File: src/rtl/pong_sound_sequencer.sv
// Pong sound effect sequencer: arbitrates wall/paddle/score requests
// onto one square-wave note generator using a small note ROM.
module pong_sound_sequencer #(
    parameter int NumberOfBits = 20,
    parameter int TickDivide   = 500000,
    parameter int TickBits     = 20
) (
    input  logic                    Clock,
    input  logic                    Reset,
    input  logic                    WallHit,
    input  logic                    PaddleHit,
    input  logic                    Score,
    output logic [NumberOfBits-1:0] HalfPeriod,
    output logic                    ToneEnable,
    output logic                    Busy,
    output logic [1:0]              Effect
);
    typedef enum logic [1:0] {IDLE, PLAY, GAP} state_t;

    localparam logic [TickBits-1:0] PrescLast = TickBits'(TickDivide - 1);

    state_t                  state_q;
    logic [2:0]              req_q;
    logic [2:0]              pend_q;
    logic [2:0]              pend_d;
    logic [2:0]              rise;
    logic [2:0]              clr;
    logic [1:0]              effect_q;
    logic [1:0]              note_q;
    logic [1:0]              note_nx;
    logic [1:0]              hi_eff;
    logic [TickBits-1:0]     presc_q;
    logic [3:0]              tick_q;
    logic [NumberOfBits-1:0] half_q;
    logic                    tone_q;
    logic                    busy_q;
    logic                    start;
    logic                    tick_end;
    logic                    note_end;

    function automatic logic [NumberOfBits-1:0] rom_half(
        input logic [1:0] e, input logic [1:0] n);
        logic [16:0] v;
        case ({e, n})
            4'b01_00: v = 17'd95557;
            4'b10_00: v = 17'd63776;
            4'b10_01: v = 17'd47778;
            4'b11_00: v = 17'd95557;
            4'b11_01: v = 17'd85131;
            4'b11_10: v = 17'd75843;
            default:  v = 17'd0;
        endcase
        return NumberOfBits'(v);
    endfunction

    function automatic logic [3:0] rom_dur(
        input logic [1:0] e, input logic [1:0] n);
        logic [3:0] d;
        case ({e, n})
            4'b01_00: d = 4'd5;
            4'b10_00: d = 4'd3;
            4'b10_01: d = 4'd3;
            4'b11_00: d = 4'd10;
            4'b11_01: d = 4'd10;
            4'b11_10: d = 4'd10;
            default:  d = 4'd1;
        endcase
        return d;
    endfunction

    function automatic logic [1:0] rom_len(input logic [1:0] e);
        logic [1:0] l;
        case (e)
            2'd1:    l = 2'd1;
            2'd2:    l = 2'd2;
            2'd3:    l = 2'd3;
            default: l = 2'd0;
        endcase
        return l;
    endfunction

    always_comb begin
        rise   = {Score, PaddleHit, WallHit} & ~req_q;
        hi_eff = 2'd0;
        if (pend_q[2]) begin
            hi_eff = 2'd3;
        end else if (pend_q[1]) begin
            hi_eff = 2'd2;
        end else if (pend_q[0]) begin
            hi_eff = 2'd1;
        end
        // effect_q is 0 in IDLE, so this covers both start and preemption
        start    = hi_eff > effect_q;
        clr      = start ? (3'b001 << (hi_eff - 2'd1)) : 3'b000;
        pend_d   = (pend_q & ~clr) | rise;
        tick_end = presc_q == PrescLast;
        note_end = tick_end &&
                   (tick_q == rom_dur(effect_q, note_q) - 4'd1);
        note_nx  = note_q + 2'd1;
    end

    always_ff @(posedge Clock or negedge Reset) begin
        if (!Reset) begin
            state_q  <= IDLE;
            req_q    <= '0;
            pend_q   <= '0;
            effect_q <= '0;
            note_q   <= '0;
            presc_q  <= '0;
            tick_q   <= '0;
            half_q   <= '0;
            tone_q   <= 1'b0;
            busy_q   <= 1'b0;
        end else begin
            req_q  <= {Score, PaddleHit, WallHit};
            pend_q <= pend_d;
            if (start) begin
                state_q  <= PLAY;
                effect_q <= hi_eff;
                note_q   <= '0;
                presc_q  <= '0;
                tick_q   <= '0;
                half_q   <= rom_half(hi_eff, 2'd0);
                tone_q   <= 1'b1;
                busy_q   <= 1'b1;
            end else begin
                case (state_q)
                    PLAY: begin
                        presc_q <= tick_end ? '0 : presc_q + 1'b1;
                        if (tick_end) tick_q <= tick_q + 4'd1;
                        if (note_end) begin
                            tick_q <= '0;
                            half_q <= '0;
                            tone_q <= 1'b0;
                            if (note_nx < rom_len(effect_q)) begin
                                state_q <= GAP;
                            end else begin
                                state_q  <= IDLE;
                                busy_q   <= 1'b0;
                                effect_q <= '0;
                                note_q   <= '0;
                            end
                        end
                    end
                    GAP: begin
                        presc_q <= tick_end ? '0 : presc_q + 1'b1;
                        if (tick_end) begin
                            state_q <= PLAY;
                            note_q  <= note_nx;
                            half_q  <= rom_half(effect_q, note_nx);
                            tone_q  <= 1'b1;
                        end
                    end
                    default: ;
                endcase
            end
        end
    end

    assign HalfPeriod = half_q;
    assign ToneEnable = tone_q;
    assign Busy       = busy_q;
    assign Effect     = effect_q;
endmodule

File: config.mk
export PLATFORM = sky130hd
export DESIGN_NAME = pong_sound_sequencer
export DESIGN_NICKNAME = d
export VERILOG_FILES = /design/src/rtl/pong_sound_sequencer.sv
export SDC_FILE = /design/constraint.sdc
export NUM_CORES = 1
export LEC_CHECK = 0
export CAP_MARGIN = 10
export CORE_MARGIN = 2
export CORE_UTILIZATION = 55
export CTS_BUF_LIST = sky130_fd_sc_hd__clkbuf_16
export CTS_CLUSTER_SIZE = 10
export DETAILED_ROUTE_END_ITERATION = 10
export DONT_BUFFER_PORTS = 1
export PLACE_DENSITY = 0.7
export SLEW_MARGIN = 20
export SYNTH_ARGS = -nofsm -noshare
export SYNTH_HDL_FRONTEND = slang
export SYNTH_SLANG_ARGS = --single-unit
File: constraint.sdc
create_clock -name Clock -period 4.4 [get_ports Clock]
set_clock_uncertainty 0.1 [all_clocks]
set_input_delay 0.66 -clock Clock [delete_from_list [all_inputs] [get_ports Clock]]
set_output_delay 0.66 -clock Clock [all_outputs]
set_load 0.005 [all_outputs]
==> qor.txt <==
Clock Path Buffers: 2
Die area: 0.00602 mm^2
Cts bufs inserted: 5
Setup WS post-layout: 0.960 ns
Layout Utilization: 61.0%
Antenna cells: 0
Max incr delay on CP: 0.68 ns
# IOs: 29
Clock latency on the worst-skew pair: 0.29 ns
Commonest non-fill, non-tap cell in the layout: dfrtp_1
Worst path top cell family by delay: simple AND/OR/NAND/NOR gates
Placed insts: 388
Placed Area: 0.00298 mm^2
Post-Syn Area: 0.00298 mm^2
CTS resizes: 0
Synthesized flop and latch total: 51
Crit. End Element: register
Fillcell total: 446
Max Cap Viol: 0
Slowest-stage cell, CP: or4_1
Multi-input logic area: 0.00155 mm^2
Vias in the first global route: 2234
Area grow syn2layout: 6.01%
GP Congestion: 0.917
Die width: 77.6 um
Routed length per instance: 15.6 um
Dominant synthesized flop cell: dfrtp_1
Max Slew Vio Count: 0
Port Buffer Count: 0
CTS root buf: clkbuf_16
Starting density of the core: 57.5%
Final wirelength: 6.18 mm
First-pass GRT wire length: 10.9 mm
Post-place setup slack: 0.961 ns
Unique masters post-synth: 54
RSZ-0062 raised after global routing: no
Crit path max fanout: 27
Pin slew with the least headroom to its limit: 1.06 ns
Highest Clock Rate: 291 MHz
Hold WC Path Type: in -> async
Pwr/cell area: 514 mW/mm^2
Layout Nets: 343
Number of enable flip-flop cells after synthesis: 0
GRT Util Overall: 22.3%
Outcome: completed
VDD IR max: 0.000234 V
Htree depth: 2
CP required: 4.50 ns
Sequential area share after synthesis: 42.9%
Initial antenna violation count: 0
Final hold slack: 0.121 ns
Routed Antenna Nets: 0
Post-route cell area: 0.00316 mm^2
Post-synth ARST share: 100%
Hold Vio Cnt, Final: 0
Residual DRC: 0
CTS tree: yes
Via density: 5.98
Mapped Cells: 333
Most frequent cells in the layout: dfrtp_1, nand2_1, a21oi_1, nor2_1, o21ai_0
Std-Cell Rows: 26
Starting DRT DRC Count: 245
Post-Route Setup TNS: 0 ns
Final setup vio count: 0
Vias: 2376
Final cell count without fillers: 397
Core footprint: 0.00517 mm^2
Reg area: 0.00128 mm^2
Drt pass-1 iters: 4
Slew headroom: 29.6%
Detailed Place HPWL: 4.30 mm
Tcrit/Tclk final: 78.2%
Share of layout cells above drive strength 1: 5.20%
Leak: 1.37 nW
CP Launch Type: register
Critical path type: reg -> reg
Total design power: 1.62 mW
CP bufs+invs: 0
CP Cell Sequence: or4b_1 > or4_4 > nor4_4 > o2111ai_2 > or4_1 > a21oi_1
Yosys Warn Count: 0
Fin crit period: 3.44 ns
GR Overflow Total: 0
Largest net degree at the start of global routing: 52
Reg clk slew, reported paths: 0.07 ns
Clock tree sinks: 51
CP arrival: 3.54 ns
Syn_area_per_cell: 8.94 um^2
Die Ht: 77.6 um
[registers in the layout, summed over array words and instances, names as in the netlist]
signal	count
state_q	2
note_q	2
presc_q	20
Busy	1
req_q	3
pend_q	3
HalfPeriod	14
Effect	2
tick_q	4
[logic make-up after synthesis]
group	count (synthesis)	share of synthesized area (%)
AO/OA/AOI/OAI	84	17.1
buffers and inverters	36	5.59
XOR/XNOR	7	2.06
adder cells (fa/ha/maj)	12	5.04
multiplexers	6	2.02
other	1	0.126
flip-flops	51	42.9
AND/OR/NAND/NOR	136	25.2
[synthesized netlist by cell type (3+ instances only)]
cell type | number | area, um^2
a31oi_1 | 10 | 62.6
inv_1 | 16 | 60.1
buf_4 | 6 | 45.0
or3_1 | 11 | 68.8
and2_1 | 7 | 43.8
nor3_1 | 8 | 40.0
a21o_1 | 3 | 22.5
nand2_1 | 29 | 109
o21ai_0 | 23 | 115
nor2b_1 | 6 | 37.5
xor2_1 | 5 | 43.8
dfrtp_1 | 51 | 1280
nand3b_1 | 5 | 37.5
and3_1 | 3 | 18.8
nand4_1 | 3 | 18.8
nor2_1 | 27 | 101
mux2i_1 | 6 | 60.1
nand2b_1 | 4 | 25.0
nand3_1 | 12 | 60.1
nand4b_1 | 3 | 26.3
ha_1 | 12 | 150
a21oi_1 | 27 | 135
clkbuf_1 | 11 | 41.3
or4_1 | 5 | 37.5
[power breakdown]
part	internal, mW	switching (mW)	total, mW	leakage [nW]
Clock	0.211	0.165	0.376	0.0740
Sequential	0.548	0.0887	0.637	0.641
Combinational	0.201	0.408	0.609	0.660
[what timing repair did]
item	CTS	global route
hold endpoints to repair	51	0
hold buffers	1	0
buffers inserted	0	0
[worst paths after layout]
| path | start | endpoint | slack, ns | cells after the start |
|---|---|---|---|---|
| worst max-delay path | presc_q[10]$_DFFE_PN0P_ | HalfPeriod[9]$_DFFE_PN0P_ | 0.96 | 6 |
| worst min-delay path | Reset | tick_q[0]$_DFFE_PN0P_ | 0.12 | 1 |
| worst max register to register | presc_q[10]$_DFFE_PN0P_ | HalfPeriod[9]$_DFFE_PN0P_ | 0.96 | 6 |
| worst min register to register | req_q[2]$_DFF_PN0_ | pend_q[2]$_DFF_PN0_ | 0.32 | 1 |
| max in group asynchronous | Reset | state_q[0]$_DFFE_PN0P_ | 3.85 | 1 |
| min in group Clock | Score | req_q[2]$_DFF_PN0_ | 0.30 | 0 |
[worst reg2reg max path, stage by stage, from the launching register on]
cell,delay (ns)
dfrtp_1,0.44
or4b_1,0.53
or4_4,0.51
nor4_4,0.35
o2111ai_2,0.59
or4_1,0.69
a21oi_1,0.15
[cell type report]
cell class	count	area share (%)
multi-input combinational	249	49.0
sequential	51	40.4
clock buffer	5	3.97
tap	70	2.78
inverter	16	1.90
timing repair buffer	3	1.35
clock inverter	3	0.595
[metal layers]
metal  vias to the layer above  GRT usage (%)  part of all wire (%)
li1                       1169              -                     -
met1                      1124           28.7                    45
met2                        76           38.3                    50
met3                         7           3.37                   4.7
met4                         0           8.21                   1.1
met5                         -              0                     0
No activity file was read; power rests on OpenSTA's default activity.
